[config.mk]
export PLATFORM = sky130hd
export DESIGN_NAME = dmem_access_ctrl
export DESIGN_NICKNAME = d
export VERILOG_FILES = /design/src/rtl/dmem_access_ctrl_pkg.sv /design/src/rtl/dmem_req_fifo.sv /design/src/rtl/dmem_access_ctrl.sv
export SDC_FILE = /design/constraint.sdc
export NUM_CORES = 1
export LEC_CHECK = 0
export CORE_UTILIZATION = 45
export CTS_BUF_LIST = sky130_fd_sc_hd__clkbuf_16
export DETAILED_ROUTE_END_ITERATION = 16
export PLACE_DENSITY_LB_ADDON = 0.12
export RECOVER_POWER = 50
export SLEW_MARGIN = 20
export SYNTH_ARGS = -nofsm -noshare
export SYNTH_HDL_FRONTEND = slang
export SYNTH_HIERARCHICAL = 1
export SYNTH_SLANG_ARGS = --single-unit
[constraint.sdc]
create_clock -name mem_clk -period 2.34 [get_ports mem_clk]
set_clock_uncertainty 0.1 [all_clocks]
set_input_delay 0.234 -clock mem_clk [delete_from_list [all_inputs] [get_ports mem_clk]]
set_output_delay 0.234 -clock mem_clk [all_outputs]
set_load 0.005 [all_outputs]
[src/rtl/dmem_access_ctrl_pkg.sv]
// rtl/dmem_access_ctrl_pkg.sv - shared constants, FSM encoding and request-entry layout
package dmem_access_ctrl_pkg;

  localparam int DMEM_AW    = 8;
  localparam int DMEM_DW    = 16;
  localparam int DMEM_WORDS = 64;
  localparam int ENTRY_WE_W = 1;

  typedef enum logic [1:0] {
    ST_IDLE    = 2'd0,
    ST_ACCESS  = 2'd1,
    ST_CAPTURE = 2'd2
  } dmem_state_e;

  // Request entry is packed as {we, addr, wdata}.
  function automatic int entry_width(input int aw, input int dw);
    return ENTRY_WE_W + aw + dw;
  endfunction

endpackage

[src/rtl/dmem_req_fifo.sv]
// rtl/dmem_req_fifo.sv - request FIFO with registered full/empty flags
module dmem_req_fifo #(
  parameter int WIDTH = 25,
  parameter int DEPTH = 2
) (
  input  logic             mem_clk,
  input  logic             reset,
  input  logic             push,
  input  logic             pop,
  input  logic [WIDTH-1:0] din,
  output logic [WIDTH-1:0] dout,
  output logic             full,
  output logic             empty
);

  localparam int PW = $clog2(DEPTH);

  logic [WIDTH-1:0] mem [DEPTH];
  logic [PW-1:0]    wr_ptr;
  logic [PW-1:0]    rd_ptr;
  logic [PW:0]      count;
  logic [PW:0]      count_next;
  logic             do_push;
  logic             do_pop;

  assign do_push = push && !full;
  assign do_pop  = pop && !empty;
  assign dout    = mem[rd_ptr];

  always_comb begin
    count_next = count;
    if (do_push && !do_pop)
      count_next = count + 1'b1;
    else if (do_pop && !do_push)
      count_next = count - 1'b1;
  end

  always_ff @(posedge mem_clk or negedge reset) begin
    if (!reset) begin
      wr_ptr <= '0;
      rd_ptr <= '0;
      count  <= '0;
      full   <= 1'b0;
      empty  <= 1'b1;
    end else begin
      if (do_push) wr_ptr <= wr_ptr + 1'b1;
      if (do_pop)  rd_ptr <= rd_ptr + 1'b1;
      count <= count_next;
      full  <= (count_next == (PW+1)'(DEPTH));
      empty <= (count_next == '0);
    end
  end

  always_ff @(posedge mem_clk) begin
    if (do_push) mem[wr_ptr] <= din;
  end

endmodule

[src/rtl/dmem_access_ctrl.sv]
// rtl/dmem_access_ctrl.sv - dmem initiator: queued load/store requests, in-order responses
module dmem_access_ctrl
  import dmem_access_ctrl_pkg::*;
#(
  parameter int AW        = DMEM_AW,
  parameter int DW        = DMEM_DW,
  parameter int DEPTH     = 2,
  parameter int MEM_WORDS = DMEM_WORDS
) (
  input  logic          reset,
  input  logic          mem_clk,
  input  logic          req_valid,
  output logic          req_ready,
  input  logic          req_we,
  input  logic [AW-1:0] req_addr,
  input  logic [DW-1:0] req_wdata,
  output logic          rsp_valid,
  output logic          rsp_we,
  output logic          rsp_err,
  output logic [DW-1:0] rsp_data,
  output logic          busy,
  output logic          dwe,
  output logic [AW-1:0] addr,
  output logic [DW-1:0] wdata,
  input  logic [DW-1:0] rdata
);

  localparam int          EW    = entry_width(AW, DW);
  localparam logic [AW:0] LIMIT = (AW+1)'(MEM_WORDS);

  dmem_state_e   state;
  dmem_state_e   state_next;
  logic          fifo_full;
  logic          fifo_empty;
  logic          pop;
  logic [EW-1:0] head;
  logic          head_we;
  logic [AW-1:0] head_addr;
  logic [DW-1:0] head_wdata;
  logic          head_err;
  logic          err_pend;
  logic          err_we;

  assign {head_we, head_addr, head_wdata} = head;
  assign head_err  = ({1'b0, head_addr} >= LIMIT);
  assign req_ready = !fifo_full;
  assign busy      = (state != ST_IDLE) || !fifo_empty;

  dmem_req_fifo #(.WIDTH(EW), .DEPTH(DEPTH)) u_fifo (
    .mem_clk (mem_clk),
    .reset   (reset),
    .push    (req_valid && req_ready),
    .pop     (pop),
    .din     ({req_we, req_addr, req_wdata}),
    .dout    (head),
    .full    (fifo_full),
    .empty   (fifo_empty)
  );

  always_ff @(posedge mem_clk or negedge reset) begin
    if (!reset) state <= ST_IDLE;
    else        state <= state_next;
  end

  // In ACCESS, dwe still holds the popped entry's we, so it doubles as the store flag.
  always_comb begin
    state_next = state;
    pop        = 1'b0;
    case (state)
      ST_IDLE: begin
        if (!fifo_empty) begin
          pop = 1'b1;
          if (!head_err) state_next = ST_ACCESS;
        end
      end
      ST_ACCESS:  state_next = dwe ? ST_IDLE : ST_CAPTURE;
      ST_CAPTURE: state_next = ST_IDLE;
      default:    state_next = ST_IDLE;
    endcase
  end

  always_ff @(posedge mem_clk or negedge reset) begin
    if (!reset) begin
      rsp_valid <= 1'b0;
      rsp_we    <= 1'b0;
      rsp_err   <= 1'b0;
      rsp_data  <= '0;
      dwe       <= 1'b0;
      addr      <= '0;
      wdata     <= '0;
      err_pend  <= 1'b0;
      err_we    <= 1'b0;
    end else begin
      rsp_valid <= 1'b0;
      err_pend  <= 1'b0;
      // An error response lands one edge after its pop, never colliding with an access response.
      if (err_pend) begin
        rsp_valid <= 1'b1;
        rsp_err   <= 1'b1;
        rsp_we    <= err_we;
        rsp_data  <= '0;
      end
      case (state)
        ST_IDLE: begin
          if (pop) begin
            if (head_err) begin
              err_pend <= 1'b1;
              err_we   <= head_we;
            end else begin
              addr  <= head_addr;
              wdata <= head_wdata;
              dwe   <= head_we;
            end
          end
        end
        ST_ACCESS: begin
          if (dwe) begin
            dwe       <= 1'b0;
            rsp_valid <= 1'b1;
            rsp_we    <= 1'b1;
            rsp_err   <= 1'b0;
            rsp_data  <= '0;
          end
        end
        ST_CAPTURE: begin
          rsp_valid <= 1'b1;
          rsp_we    <= 1'b0;
          rsp_err   <= 1'b0;
          rsp_data  <= rdata;
        end
        default: ;
      endcase
    end
  end

endmodule

==> results of run 1 <==
## cells in the final DEF, fill, tap and decap left out, types with 2 or more instances in the layout
cell and n:
nor2b_1 5, a21oi_1 4, and2b_1 2, clkbuf_16 9, buf_12 4, xnor2_1 2
edfxtp_1 50, clkdlybuf4s50_1 45, o21ai_0 3, dlygate4sd3_1 44, o211ai_1 2, nand2b_1 3
inv_1 7, a22o_1 16, mux2_2 48, dfrtp_1 53, nand4_1 4, nand2_1 3
buf_4 2, ha_1 5, inv_6 3, inv_8 2
## sequential cells by signal (all words and copies together) (netlist names)
name           flops
addr               8
dwe                1
err_pend           1
err_we             1
rsp_data          16
rsp_err            1
rsp_valid          1
rsp_we             1
state              2
u_fifo/count       2
u_fifo/empty       1
u_fifo/full        1
u_fifo/mem        50
u_fifo/rd_ptr      1
u_fifo/wr_ptr      1
wdata             16
## where the power goes
part / total [mW] / switching [mW] / internal (mW)
registers: 2.84 / 0.300 / 2.54
logic: 2.37 / 0.988 / 1.38
clock network: 1.44 / 0.689 / 0.747
## cell families (layout without fill, tap and decap cells)
logic type,Yosys count,count (layout)
flops,104,104
mux,49,49
compound gates,32,32
simple gates,26,26
buf+inv,17,119
fa+ha+maj,5,5
xor+xnor,4,4
## Yosys cell counts, drive strengths merged
| library cell | instances |
|---|---|
| a221oi | 1 |
| nor2b | 5 |
| o2111ai | 1 |
| edfxtp | 50 |
| dfstp | 1 |
| xnor2 | 3 |
| nand2 | 3 |
| o21ai | 3 |
| a211o | 1 |
| o21a | 1 |
| o311ai | 1 |
| a21oi | 5 |
| a22o | 16 |
| ha | 5 |
| dfrtp | 53 |
| nor2 | 2 |
| clkbuf | 1 |
| xor2 | 1 |
| and2 | 2 |
| or2 | 1 |
| mux2 | 49 |
| nand3b | 1 |
| inv | 7 |
| o31ai | 1 |
| o211ai | 2 |
| nand4 | 4 |
| and2b | 3 |
| nor4b | 1 |
| nand2b | 3 |
| buf | 9 |
| nor3b | 1 |
## layout make-up
class	instances	area, µm²	share of cell area (%)
clock buffers	9	225	4.18
multi-input cells	116	1090	20.3
repair buffers	96	990	18.4
clock inverters	7	61.3	1.14
well taps	108	135	2.51
flip-flops and latches	104	2850	53.0
inverters	7	26.3	0.488
## metrics by stage
step                utilization (%)  cell area, µm²  total power, mW  hold slack [ns]  std cells
floorplan                         -            4060             4.26           -0.162        237
global placement               58.5            5100             5.30            0.174        430
detailed placement             58.5            5100             5.35            0.181        430
CTS                            61.9            5400             6.80            0.362        447
global route                   61.8            5390             7.04            0.397        447
finish                         61.8            5390             6.65            0.394        447
## worst paths after layout
kind	depth (start not counted)	slack, ns	from	to
max	4	0.31	u_fifo/rd_ptr	wdata[15]
min	1	0.39	addr[6]	addr[6]
max reg2reg	4	0.31	u_fifo/rd_ptr	wdata[15]
min reg2reg	1	0.39	addr[6]	addr[6]
max in group asynchronous	3	0.60	reset	u_fifo/empty
min in group asynchronous	2	0.65	reset	wdata[13]
## metal layers
layer	vias up	GRT usage [%]
li1	1077	-
met1	1117	22.2
met2	65	25.1
met3	10	3.61
met4	0	5.86
met5	-	0
## what timing repair did
action	CTS	global route
resized for setup	0	0
setup buffers	0	0
hold buffers	1	0
hold endpoints to repair	22	0
==> impl_results.md, run 1 <==
* CP Data Arrival Time at 2.15 ns
* PwrDens at 1230 nW/µm²
* Hold Crit Class: register to register
* Simple-gate share of the synthesized area at 4.59%
* Vias in the first global route at 2294
* Crit end category: register
* Placer Congestion at 0.718
* Slowest CP cell: nor4b_4
* Die ar. at 9410 µm²
* Drt total wl at 7.16 mm
* Drt first-iter violations at 56
* Critical Path RT at 2.46 ns
* H-tree lvl count at 3
* Cell count after synthesis at 237
* Vias at 2269
* Syn nets at 286
* Maximum vdd drop at 0.597 mV
* Final Slew Violations at 0
* Rows at 34
* Critical path type: register to register
* Area growth syn-to-layout at 32.6%
* Yosys Warn Count at 6
* PnR worst setup slack at 0.311 ns
* Critical-path maximum fanout at 22
* Syn Area/Cell at 17.1 µm²
* Max-Cap Viols at 0
* Final HPWL DP at 4.82 mm
* Clk_lat worst skew at 0.33 ns
* Initial core utilization at 46.6%
* Post-Synth XOR/XNOR Area at 1.05%
* ANT cells at 0
* # setup viols final at 0
* Wire length on met3 at 338 µm
* Register area share after synthesis at 70.3%
* Hold Violations, Final at 0
* Port-buffer cells at 89
* FILL cells at 657
* LEAKAGE at 2.14 nW
* Metal-1 WL at 3.29 mm
* Post-synth top area cell: edfxtp_1
* Max layer used: met4
* Outcome: finished, final reports clean
* Number of remaining DRC errors at 0
* DIE WIDTH at 97.0 µm
* Count of cell types in the netlist at 39
* Slew headroom at 6.17%
* Final #Nets at 383
* Final min period at 2.03 ns
* CTS tree: yes
* Max Root-Sink Buffers at 2
* Max Freq at 493 MHz
* Dpl ws at 0.289 ns
* Die Y at 97.0 µm
* Synth Area in Compound Gates at 6.32%
* Critical path's most frequent cell: mux2_2
* Synthesized cell area at 4060 µm²
* Least-Margin Pin Slew at 1.41 ns
* Slowest stage delay, CP at 0.42 ns
* Initial antenna violation count at 0
* First-pass GRT wire length at 11.8 mm
* Cell Chain, Critical Path: mux2_2, nor4b_4, buf_12, mux2_2
* Top Ports at 90
* Final antenna-violating net count at 0
* GRT overflow at 0
* Crit path max-delay family: multiplexers
* Detailed Routing Iterations Pass 1 at 4
* Clock root cell: clkbuf_16
* Worst-path clk slew at 0.07 ns
* Post-synth top area share at 37.0%
* Post-route setup TNS at 0 ns
* Core area at 8720 µm²
* CTS Sinks at 104
* Adder-Cell Fraction of Synth Area at 1.54%
* Unrepaired setup endpoints after global routing: false
* FF+latch count, synth at 104
* Top cells by area, synth: edfxtp_1 37%, dfrtp_1 33%, mux2_2 13%
* Post-route clock period utilization at 86.7%
* Multiplexer share of the synthesized area at 13.6%
* Startpoint types: register
* Met2 Wirelength at 3.42 mm
* Buf/Inv on CP at 1
* Pin count of the biggest net entering global routing at 33
* All-Layer GR Usage at 16.1%
* Routed len/inst at 16.0 µm
* Main combinational cell family by area after synthesis: multiplexers
* CTS Buf Count at 9
* Layout cells sized above 1 at 23.3%
* Vias/cell at 5.08
Power figures use the tool's default switching activity.
==> run 2, diff against run 1 <==
Settings changed: CORE_UTILIZATION 45 to 55, CTS_CLUSTER_DIAMETER set to 120, DONT_BUFFER_PORTS set to 1.
==> run 2 against run 1 <==
Global-route usage increased by 3.6 points. Sequential share of layout area increased by 6.0 points. Die area decreased by 18%. Critical endpoint is now rsp_data[14]. Largest cell class unchanged. Largest power group unchanged.
==> impl_results.md, run 2 (synthesis gave the netlist of run 1 again) <==
* Hold Path Sink: u_fifo/empty
* ANT cells at 0
* Worst R2R Path Depth at 4
* Startpoint types: register
* Slowest CP cell: and2_0
* PnR worst setup slack at 0.268 ns
* Critical-path maximum fanout at 16
* Vias/cell at 5.59
* Met2 GRT Util at 34.7%
* Total setup buffers inserted after CTS at 0
* Hold path start: req_valid
* RR Endpoint: rsp_data[14]
* Met1 usage at 22.3%
* First-pass GRT wire length at 11.1 mm
* Dpl cell area at 4140 µm²
* Hold Violations, Final at 0
* # setup viols final at 0
* Global routing's busiest layer: met2
* Slew headroom at 10.5%
* CTS tree: yes
* Final #Nets at 335
* Worst-path clk slew at 0.07 ns
* Number of remaining DRC errors at 0
* Critical Path RT at 2.51 ns
* Die Y at 87.9 µm
* Maximum vdd drop at 0.761 mV
* Final antenna-violating net count at 0
* Pin count of the biggest net entering global routing at 55
* Clock root cell: clkbuf_16
* Max-Cap Viols at 0
* Cell Chain, Critical Path: inv_1, ha_1, and2_0, a22o_1
* Core area at 6940 µm²
* Dpl ws at 0.359 ns
* Largest reg by FF count: u_fifo/mem
* Worst hold path cell count at 4
* Post-route clock period utilization at 88.6%
* LEAKAGE at 1.91 nW
* Worst R2R Setup Slack at 0.27 ns
* Critical path type: register to register
* Drt first-iter violations at 62
* Hold Crit Class: primary input to register
* Max Freq at 483 MHz
* Placer Congestion at 0.650
* PwrDens at 1240 nW/µm²
* Initial antenna violation count at 0
* Layout cells sized above 1 at 27.1%
* Finished Cell Area at 4840 µm²
* GR met3 Demand/Resource at 6.60%
* CTS Sinks at 104
* Port-buffer cells at 0
* Drt total wl at 7.30 mm
* Rows at 30
* Top Ports at 90
* Final min period at 2.07 ns
* Finished Layout Cells at 387
* Crit end category: register
* Placed cell count at 328
* All-Layer GR Usage at 19.7%
* Vias in the first global route at 2287
* Clk_lat worst skew at 0.33 ns
* Final HPWL DP at 4.54 mm
* Area growth syn-to-layout at 19.2%
* H-tree lvl count at 3
* Pwr Total at 6.00 mW
* Unrepaired setup endpoints after global routing: false
* Outcome: finished, final reports clean
* Post-route setup TNS at 0 ns
* Crit path max-delay family: simple AND/OR/NAND/NOR gates
* Die ar. at 7730 µm²
* Commonest non-fill, non-tap cell in the layout: dfrtp_1
* CP Data Arrival Time at 2.24 ns
* Commonest non-fill, non-tap cells in the layout: 53 x dfrtp_1, 50 x edfxtp_1, 48 x mux2_2
* Buf/Inv on CP at 1
* Vias at 2162
* Least-Margin Pin Slew at 1.34 ns
* Routed len/inst at 18.9 µm
* Biggest regs: u_fifo/mem (50), rsp_data (16), wdata (16)
* Slowest stage delay, CP at 0.73 ns
* CTS Buf Count at 9
* Max Root-Sink Buffers at 2
* Max FFs per register at 50
* Detailed Routing Iterations Pass 1 at 4
* DIE WIDTH at 87.9 µm
* Initial core utilization at 58.5%
* GRT overflow at 0
* Final Slew Violations at 0
* Critical R2R Launch: state[0]
run 2: changes by cell type in the layout (fill, tap and decap cells not counted), moves of 2 or more:
cell / before / now
buf_12: 4 / 0
clkdlybuf4s50_1: 45 / 0
inv_1: 7 / 9
dlygate4sd3_1: 44 / 42
inv_6: 3 / 1
buf_4: 2 / 5
run 2: how the worst max path moves through the flow:
stage | startpoint | to | slack (ns) | cells after the start
finish | state[0] | rsp_data[14] | 0.27 | 4
floorplan | u_fifo/full | u_fifo/mem[0][0] | 0.04 | 4
global placement | u_fifo/rd_ptr | addr[0] | 0.47 | 4
CTS | state[0] | rsp_data[6] | 0.34 | 4
detailed placement | state[0] | rsp_data[6] | 0.36 | 4
global route | state[0] | rsp_data[4] | 0.16 | 4
run 2: final cells by class:
class | count | area [µm²]
clock buffer | 9 | 225
clock inverter | 7 | 48.8
fill | 462 | 2100
inverter | 7 | 26.3
multi-input combinational | 116 | 1100
sequential | 104 | 2850
tap | 96 | 120
timing repair buffer | 48 | 463
run 2: repair_timing:
action	4_1_cts	5_1_grt
hold endpoints to repair	120	0
resized for setup	0	0
hold buffers	43	0
run 2: power breakdown:
group | leakage (nW) | switching [mW] | total [mW] | internal (mW)
clock network | 0.140 | 0.618 | 1.34 | 0.724
logic | 0.625 | 0.849 | 1.72 | 0.867
registers | 1.14 | 0.401 | 2.95 | 2.55
total | 1.91 | 1.87 | 6.00 | 4.14
run 2: routing by layer:
metal  routed length [µm]  part of all wire, %
met5                    0                    0
met4                   91                  1.2
met3                  456                  6.3
met2                 3770                   52
met1                 2980                   41
run 2: worst min-delay path, cell delays in order:
cell and delay (ns):
nor2b_1 0.12, and2b_4 0.18, nand4_1 0.08, o211ai_1 0.09
run 2: stage by stage:
stage	util (%)	hold slack, ns
final	69.7	0.289
after global routing	69.7	0.323
after CTS	70.0	0.280
after detailed placement	59.6	-0.160
after global placement	59.6	-0.160
after floorplan	-	-0.162
==> run 3, diff against run 2 <==
Settings changed: PLACE_DENSITY_LB_ADDON 0.12 to 0.2, REMOVE_ABC_BUFFERS set to 1.
==> run 3 against run 2 <==
Clock power hardly changed. Clock-buffer cell count stayed put. Non-clock buffer count is 1 higher. Sequential cell count stayed put. Worst setup slack better by 0.068 ns. Critical endpoint is now rsp_data[4]. Largest cell class unchanged. Highest routed layer unchanged.
==> impl_results.md, run 3 (synthesis gave the netlist of run 1 again) <==
* Placer Congestion at 0.767
* Critical Path RT at 2.50 ns
* Worst R2R Setup Slack at 0.34 ns
* H-tree lvl count at 3
* Final HPWL DP at 4.37 mm
* Slowest CP cell: and2_0
* Final Slew Violations at 0
* Max-Cap Viols at 0
* DIE WIDTH at 87.9 µm
* Clock root cell: clkbuf_16
* CTS Sinks at 104
* Critical path type: register to register
* Hold Violations, Final at 0
* Max FFs per register at 50
* Unrepaired setup endpoints after global routing: false
* Crit end category: register
* Post-route clock period utilization at 85.7%
* Biggest regs: u_fifo/mem (50), rsp_data (16), wdata (16)
* Number of remaining DRC errors at 0
* PwrDens at 1240 nW/µm²
* Least-Margin Pin Slew at 1.40 ns
* Max Root-Sink Buffers at 2
* Initial antenna violation count at 0
* Vias in the first global route at 2173
* Slowest stage delay, CP at 0.66 ns
* # setup viols final at 0
* CTS tree: yes
* First-pass GRT wire length at 11.1 mm
* Finished Cell Area at 4860 µm²
* CP Data Arrival Time at 2.16 ns
* Die ar. at 7730 µm²
* Critical-path maximum fanout at 16
* Drt total wl at 7.10 mm
* Detailed Routing Iterations Pass 1 at 4
* LEAKAGE at 1.92 nW
* Area growth syn-to-layout at 19.6%
* Hold Crit Class: primary input to register
* Layout cells sized above 1 at 27.7%
* Slew headroom at 6.98%
* Commonest non-fill, non-tap cells in the layout: 53 x dfrtp_1, 50 x edfxtp_1, 48 x mux2_2
* Worst-path clk slew at 0.07 ns
* Port-buffer cells at 0
* Pin count of the biggest net entering global routing at 55
* Drt first-iter violations at 98
* Commonest non-fill, non-tap cell in the layout: dfrtp_1
* Final min period at 2.00 ns
* Die Y at 87.9 µm
* Total setup buffers inserted after CTS at 0
* All-Layer GR Usage at 19.6%
* Startpoint types: register
* Max Freq at 499 MHz
* Initial core utilization at 58.5%
* Placed cell count at 329
* Top Ports at 90
* Resized cells post-CTS at 0
* Dpl cell area at 4160 µm²
* Maximum vdd drop at 0.767 mV
* Largest reg by FF count: u_fifo/mem
* Rows at 30
* Finished Layout Cells at 388
* Clk_lat worst skew at 0.33 ns
* Final #Nets at 336
* Final antenna-violating net count at 0
* Core area at 6940 µm²
* Routed len/inst at 18.3 µm
* CTS Buf Count at 9
* Cell Chain, Critical Path: inv_1, ha_1, and2_0, a22o_1
* ANT cells at 0
* Vias at 2144
* GRT overflow at 0
* Hold Buf Count CTS at 43
* Outcome: finished, final reports clean
* Vias/cell at 5.53
==> run 3: cell count changes in the layout (fill, tap and decap cells not counted) <==
cell,change
inv_8,-1
clkinvlp_4,-1
inv_4,+3
inv_1,-1
buf_12,+1
==> run 3: cell type report <==
class | instances | area [µm²]
tap | 96 | 120
inverter | 7 | 26.3
multi-input combinational | 116 | 1100
clock inverter | 7 | 45.0
fill | 458 | 2090
timing repair buffer | 49 | 483
clock buffer | 9 | 225
sequential | 104 | 2850
==> run 3: final timing paths <==
check	startpoint	to	cells after the start
worst max-delay path	state[0]	rsp_data[4]	4
worst min-delay path	req_valid	u_fifo/empty	4
worst max register to register	state[0]	rsp_data[4]	4
worst min register to register	err_we	err_we	1
max in group asynchronous	reset	rsp_we	2
min in group asynchronous	reset	addr[5]	2
==> run 3: report_power, final <==
part           internal, mW  switching, mW
Sequential             2.54          0.396
Clock                 0.723          0.631
Combinational         0.885          0.837
Total                  4.15           1.86
==> run 3: metal layers <==
metal	wire (µm)	part of all wire [%]	vias up	GRT usage (%)
met5	0	0	-	0
met4	81	1.1	0	8.05
met3	339	4.8	6	5.09
met2	3660	52	52	33.4
met1	3020	42	1101	23.9
li1	-	-	985	-
==> run 3: critical path, delay by kind of cell (launching register included) <==
| family | cells | cell delay [ns] |
|---|---|---|
| fa+ha+maj | 1 | 0.40 |
| buf+inv | 1 | 0.10 |
| compound gates | 1 | 0.29 |
| simple gates | 1 | 0.66 |
| flops | 1 | 0.39 |
==> run 3: metrics by stage <==
stage	power [mW]	hold WS [ns]	worst slack, ns	TNS, ns	util, %
final	6.01	0.321	0.335	0	69.9
after global routing	6.36	0.307	0.152	0	69.9
after CTS	6.07	0.295	0.373	0	70.3
after detailed placement	4.62	-0.161	0.380	0	59.9
after global placement	4.55	-0.160	0.406	0	59.9
after floorplan	4.15	-0.162	-0.502	-11.93	-
